===== src/rtl/spi_reg_pkg.sv =====
// Shared types and helpers for the SPI register slave: FSM state encoding,
// command-word field positions and flat register-bus slicing.
package spi_reg_pkg;

  typedef enum logic [1:0] {
    IDLE = 2'd0,
    CMD  = 2'd1,
    WR   = 2'd2,
    RD   = 2'd3
  } spi_state_e;

  // The read/write flag is the MSB of the command word.
  function automatic int cmd_rw_bit(input int data_w);
    return data_w - 1;
  endfunction

  // LSB position of register k inside the flat bank bus.
  function automatic int reg_lsb(input int k, input int data_w);
    return k * data_w;
  endfunction

endpackage


===== src/rtl/spi_reg_bank.sv =====
// Register bank for the SPI slave: one synchronous write port, one
// combinational read port and the whole bank exported as a flat bus.
module spi_reg_bank #(
  parameter int DATA_W = 8,
  parameter int ADDR_W = 4
) (
  input  logic                         SCLK,
  input  logic                         rst,
  input  logic                         we,
  input  logic [ADDR_W-1:0]            waddr,
  input  logic [DATA_W-1:0]            wdata,
  input  logic [ADDR_W-1:0]            raddr,
  output logic [DATA_W-1:0]            rdata,
  output logic [DATA_W*(2**ADDR_W)-1:0] reg_out
);
  import spi_reg_pkg::*;

  localparam int DEPTH = 2 ** ADDR_W;

  logic [DATA_W-1:0] mem [DEPTH];

  always_ff @(posedge SCLK or posedge rst) begin
    if (rst) begin
      for (int k = 0; k < DEPTH; k++) mem[k] <= '0;
    end else if (we) begin
      mem[waddr] <= wdata;
    end
  end

  assign rdata = mem[raddr];

  for (genvar k = 0; k < DEPTH; k++) begin : g_flat
    assign reg_out[reg_lsb(k, DATA_W) +: DATA_W] = mem[k];
  end

endmodule


===== src/rtl/spi_reg_slave.sv =====
// Mode-0 SPI slave with a command/address word followed by burst data words
// into or out of a register bank. SPI_AUTOINC_EN enables address auto-increment.
module spi_reg_slave #(
  parameter int DATA_W = 8,
  parameter int ADDR_W = 4
) (
  input  logic                          SCLK,
  input  logic                          rst,
  input  logic                          ss,
  input  logic                          MOSI,
  output logic                          MISO,
  output logic [DATA_W*(2**ADDR_W)-1:0] reg_out,
  output logic                          wr_strobe,
  output logic [ADDR_W-1:0]             wr_addr,
  output logic                          partial_abort
);
  import spi_reg_pkg::*;

  localparam int              CNT_W    = $clog2(DATA_W);
  localparam int              RW_BIT   = cmd_rw_bit(DATA_W);
  localparam logic [CNT_W-1:0] LAST_BIT = CNT_W'(DATA_W - 1);

  spi_state_e        state, state_n;
  logic [CNT_W-1:0]  bit_cnt;
  logic [DATA_W-2:0] shift_reg;
  logic [DATA_W-1:0] word, tx_word, rdata;
  logic [ADDR_W-1:0] addr, addr_n, addr_step, raddr;
  logic              word_done, bank_we, tx_load;

  // Only DATA_W-1 bits are held; the final bit comes straight from MOSI.
  assign word      = {shift_reg, MOSI};
  assign word_done = !ss && (bit_cnt == LAST_BIT);

`ifdef SPI_AUTOINC_EN
  assign addr_step = addr + ADDR_W'(1);
`else
  assign addr_step = addr;
`endif

  always_ff @(posedge SCLK or posedge rst) begin
    if (rst) state <= IDLE;
    else     state <= state_n;
  end

  always_comb begin
    state_n = state;
    if (ss) begin
      state_n = IDLE;
    end else begin
      case (state)
        IDLE:    state_n = CMD;
        CMD:     if (word_done) state_n = word[RW_BIT] ? RD : WR;
        default: state_n = state;
      endcase
    end
  end

  always_comb begin
    bank_we = 1'b0;
    tx_load = 1'b0;
    addr_n  = addr;
    raddr   = addr;
    if (word_done) begin
      case (state)
        CMD: begin
          addr_n  = word[ADDR_W-1:0];
          raddr   = word[ADDR_W-1:0];
          tx_load = word[RW_BIT];
        end
        WR: begin
          bank_we = 1'b1;
          addr_n  = addr_step;
        end
        RD: begin
          addr_n  = addr_step;
          raddr   = addr_step;
          tx_load = 1'b1;
        end
        default: ;
      endcase
    end
  end

  // Deselect at a posedge drops any partial word; only a mid-word drop is flagged.
  always_ff @(posedge SCLK or posedge rst) begin
    if (rst) begin
      bit_cnt       <= '0;
      shift_reg     <= '0;
      addr          <= '0;
      tx_word       <= '0;
      wr_strobe     <= 1'b0;
      wr_addr       <= '0;
      partial_abort <= 1'b0;
    end else if (ss) begin
      bit_cnt       <= '0;
      shift_reg     <= '0;
      wr_strobe     <= 1'b0;
      partial_abort <= (bit_cnt != '0);
    end else begin
      shift_reg     <= word[DATA_W-2:0];
      bit_cnt       <= word_done ? '0 : bit_cnt + CNT_W'(1);
      addr          <= addr_n;
      wr_strobe     <= bank_we;
      partial_abort <= 1'b0;
      if (bank_we) wr_addr <= addr;
      if (tx_load) tx_word <= rdata;
    end
  end

  always_ff @(negedge SCLK or posedge rst) begin
    if (rst)                      MISO <= 1'b0;
    else if (!ss && state == RD)  MISO <= tx_word[LAST_BIT - bit_cnt];
    else                          MISO <= 1'b0;
  end

  spi_reg_bank #(
    .DATA_W (DATA_W),
    .ADDR_W (ADDR_W)
  ) u_bank (
    .SCLK    (SCLK),
    .rst     (rst),
    .we      (bank_we),
    .waddr   (addr),
    .wdata   (word),
    .raddr   (raddr),
    .rdata   (rdata),
    .reg_out (reg_out)
  );

endmodule


===== config.mk =====
export PLATFORM = sky130hd
export DESIGN_NAME = spi_reg_slave
export DESIGN_NICKNAME = d
export VERILOG_FILES = /design/src/rtl/spi_reg_pkg.sv /design/src/rtl/spi_reg_bank.sv /design/src/rtl/spi_reg_slave.sv
export SDC_FILE = /design/constraint.sdc
export NUM_CORES = 1
export LEC_CHECK = 0
export CORE_ASPECT_RATIO = 0.8
export CORE_MARGIN = 2
export CORE_UTILIZATION = 30
export DETAILED_ROUTE_END_ITERATION = 10
export MAX_ROUTING_LAYER = met4
export PLACE_DENSITY_LB_ADDON = 0.05
export SLEW_MARGIN = 0
export SYNTH_ARGS = -nofsm -noshare
export SYNTH_HDL_FRONTEND = slang
export SYNTH_HIERARCHICAL = 1
export SYNTH_SLANG_ARGS = --single-unit

===== constraint.sdc =====
create_clock -name SCLK -period 3.81 [get_ports SCLK]
set_clock_uncertainty 0.2 [all_clocks]
set_input_delay 0.5715 -clock SCLK [delete_from_list [all_inputs] [get_ports SCLK]]
set_output_delay 0.5715 -clock SCLK [all_outputs]
set_load 0.05 [all_outputs]

# ---- Word-level counts from Yosys, hierarchy flattened
# Index checks and enable logic that the tools add are counted.
dict set report op_classes {
  n_addsub 2
  magnitude_cmp 4
  eq_ne 5
  n_mux 24
  bitwise 3
  reduce_logical 10
}
# cell count
set ops {}
lappend ops {{128-bit bitwise mux} 1}
lappend ops {{8-bit binary-select mux with 4-bit select} 1}
lappend ops {{8-bit demux with 4-bit select} 1}
lappend ops {{8-bit 2-to-1 mux} 3}
lappend ops {{5-bit >= comparator (second input constant)} 2}
lappend ops {{4-bit NOT with 5-bit output} 2}
lappend ops {{1-bit 2-to-1 mux} 8}
lappend ops {{4-bit 2-to-1 mux} 2}
lappend ops {{7-bit 2-to-1 mux} 1}
lappend ops {{3-bit 2-to-1 mux} 2}
lappend ops {{2-bit AND reduction} 3}
lappend ops {{3-bit nonzero test} 2}
lappend ops {{5-bit by 1-bit < comparator with 1-bit output (second input constant)} 1}
lappend ops {{2-bit equality test (second input constant)} 2}
lappend ops {{3-bit by 4-bit < comparator with 1-bit output (second input constant)} 1}
lappend ops {{2-bit 2-to-1 mux} 2}
lappend ops {{2-bit case mux with 2 select lines} 1}
lappend ops {{3-bit by 1-bit adder with 3-bit output (second input constant)} 1}
lappend ops {{1-bit binary-select mux with 3-bit select} 1}
lappend ops {{3-bit equality test (second input constant)} 1}
lappend ops {{1-bit logical AND} 3}
lappend ops {{3-bit != test (second input constant)} 1}
lappend ops {{3-bit subtractor (first input constant)} 1}
lappend ops {{2-bit by 1-bit equality test with 1-bit output (second input constant)} 1}
lappend ops {{4 further kinds} 4}
dict set report word_totals {
  register_bits 159
  inputBits 4
  output_inout_bits 135
  elab_cells 73
}

# ---- Logic depth before layout (Yosys ltp)
dict set report logic_depth {
  depth_word 7
  ltp_mapped 11
  mapped_depth_nobuf 9
}

# ---- Hierarchy
# Netlist, hierarchy kept.
# mod instances cells_each area_each_um2 seq_area_each_um2
set modules_own_cells {}
lappend modules_own_cells {spi_reg_bank 1 369 5953.2 3203.1}
lappend modules_own_cells {spi_reg_slave 1 87 1283.7 775.7}

==> run summary <==
Power and ir drop
• 22.8% — net switching fraction of the power
• 3.0% — combinational share of power
• 4.35 nW — leakage power
• 48.3% — power share of the sequential group
• 48.7% — fraction of power consumed by the clock network
• 364 mW/mm^2 — Cell Pwr Density
• 2.73 mW — P_int
• 805 uW — net switching power
• 0.216 mV — maximum resistive drop on vdd
• 3.54 mW — overall power

Yosys
• 1.90% — area fraction in compound gates after synthesis
• 40 — Netlist cell types
• 100% — FFs w/ async S/R, synth
• 15.9 sq um — average footprint of a synthesized cell
• 6 — Warnings, synthesis
• 0 — number of enable-type register cells in the synthesized netlist
• 34.6% — proportion of synthesized area in mux cells
• 0.00724 sq mm — synthesized cell area
• 55.0% — Seq/Total Area, Yosys
• 0% — Post-Synth XOR/XNOR Area
• 463 — post-synthesis net count
• multiplexers — dominant combinational cell family by area after synthesis
• 159 — #FFs+latches synth
• 0.519% — adder and majority cell fraction of the synthesized area
• 5.77% — synthesized-area fraction occupied by and/or/nand/nor cells
• sky130_fd_sc_hd__dfrtp_1 — Synth Flop Type
• 456 — gate count after technology mapping

GRT
• 0 — number of antenna violations at the first check in global routing
• 57 — largest net degree at the start of global routing
• 4966 — number of global-route vias before repair
• 18.9% — total routing resource utilization after global routing
• 33400 um — global-route wire length before repair
• 0 — remaining global-route overflow

Min path
• tx_word[1] — Hold Path Sink
• tx_word[1] — beginning of the worst hold path
• reg2reg — hold crit path type
• 1 — hold path depth

Setup path
• 3.04 ns — data required time at the worst endpoint
• 0.43 ns — Critical Path Max Stage Delay
• tx_word[5] — end of the worst register-to-register path
• buf_12 — Critical Path, Cell by Cell
• sky130_fd_sc_hd__dfrtn_1 — critical path's slowest cell
• 0.25 ns — register-to-register setup slack
• 2.88 ns — Worst EP arrival
• 1 — largest driver fanout on the critical path
• flip-flops — Top delay family on crit path
• reg2out — CP Class
• bit_cnt[0] — reg-to-reg critical path startpoint
• 11 — depth of the most critical reg-to-reg path
• output pin — CP Capture Type
• flip-flop — Worst Setup Start Kind
• 1 — sum of buffers and inverters on the critical path

Placement
• 138 — count of input and output buffers
• 0.00912 sq mm — Post-Place Cell Area
• 905 — number of cells in the design after placement
• 0.783 — placer congestion estimate
• 15800 um — post-detail-place hpwl
• 0.0997 ns — setup slack after placement

Routing
• 23.6 um — final routed wire length divided by cell count
• 4590 — vias after detailed routing
• 22100 um — routed wire length
• 4 — count of TritonRoute iterations in the first routing pass
• 4.90 — drt via density
• 241 — violation count after the first detailed-route iteration
• 0 — remaining antenna violation count
• 0 — remaining routing DRC violations

Timing
• 0 ns — accumulated negative setup slack
• 0.784 ns — pin slew with the least headroom to its limit
• 0 — setup violation total in the final timing report
• 0 — Fin. Hold Viols
• 0.158 ns — post-layout worst setup margin
• 0.306 ns — worst-case hold slack
• 47.7% — Slew HR
• 0 — max-slew violation total from the final report
• no — RSZ-0062 raised after global routing

Floorplanning
• 139 — total I/O pin count
• 30.8% — Initial Util
• 143 um — height of the chip
• 178 um — DIE WIDTH
• 50 — placement row count
• 0.0254 sq mm — DIE AREA
• 0.0235 sq mm — Core ar.

Clocking
• 159 — CTS Sinks
• 4 — H-Tree Level Count
• 0 — count of hold buffers inserted by post-cts repair
• yes — clock tree from TritonCTS
• 0 — quantity of gates resized following cts
• 0 — number of setup buffers added after CTS
• 2 — Max clock buf depth
• sky130_fd_sc_hd__clkbuf_16 — root buffer selected by CTS
• 0.06 ns — clock-pin slew reported for the worst setup and hold paths after clock tree synthesis
• 0.43 ns — Skew-Pair Late Insertion Delay
• 17 — number of buffers added by the clock tree synthesis step

Layout
• 41.2% — fraction of final layout cells with drive strength greater than 1
• 936 — Non-Filler Instances
• sky130_fd_sc_hd__dfrtp_1 — most common cell after layout, fill and taps aside
• 619 — # nets final
• 0.00971 sq mm — post-route design area
• 34.2% — area delta synth->final
• 2216 — number of filler instances in the final layout
• 128 — number of flip-flops under the largest register name
• 41.3% — Layout Utilization
• sky130_fd_sc_hd__dfrtp_1 (158), sky130_fd_sc_hd__clkdlybuf4s50_1 (137), sky130_fd_sc_hd__mux2_2 (132), sky130_fd_sc_hd__mux4_2 (34), sky130_fd_sc_hd__buf_4 (27) — top library cells by usage in the layout, fill and taps aside
• 0 — Antenna diodes

Run status
• completed — result of the run

Flow run
• 0 — max-cap violation count

synth_stat cells, drive strengths merged (2+ instances only):
library cell,count,area share [%]
a22oi,16,1.7
buf,17,1.3
clkbuf,13,0.69
dfrtp,158,55
ha,3,0.52
inv,5,0.26
mux2,148,24
mux4,34,11
nand2,12,0.66
nand2b,3,0.47
nand4bb,2,0.31
nor2,7,0.54
nor2b,14,1.2
nor3,4,0.35
nor3b,4,0.64
nor4b,2,0.66
or4,2,0.21
kinds of logic after synthesis:
group / after synthesis
adder cells (fa/ha/maj): 3
multiplexers: 183
flip-flops: 159
AND/OR/NAND/NOR: 57
buffers and inverters: 35
AO/OA/AOI/OAI: 19
metal layers:
| metal | share of wire, % | wire, um | global-route usage [%] |
|---|---|---|---|
| met1 | 50 | 11000 | 27.2 |
| met3 | 3.8 | 831 | 3.27 |
| met5 | 0 | 0 | - |
| met4 | 0.91 | 201 | 4.27 |
| met2 | 46 | 10100 | 27.8 |
area by class of cell:
class                           instances  area, sq um  area share [%]
Multi-Input combinational cell        262         3100            31.9
Timing Repair Buffer                  167         1630            16.8
Tap cell                              312          390            4.02
Clock inverter                         11          131            1.35
Sequential cell                       159         3980            41.0
Clock buffer                           20          457            4.70
Inverter                                5         22.5           0.232
power by group through the flow:
stage	registers [mW]	clock network (mW)	logic [mW]
after floorplan	1.74	0	0.0670
after global placement	1.74	0	0.109
after detailed placement	1.74	0	0.111
after CTS	1.71	1.77	0.111
after global routing	1.71	1.84	0.120
final	1.71	1.72	0.106
worst max path at each step:
stage,startpoint,end,depth (start not counted)
floorplan,bit_cnt[0],MISO,3
global placement,ss,tx_word[6],10
detailed placement,ss,tx_word[6],10
CTS,MISO,MISO,1
global route,bit_cnt[0],tx_word[6],11
finish,MISO,MISO,1
Power figures use the tool's default switching activity.
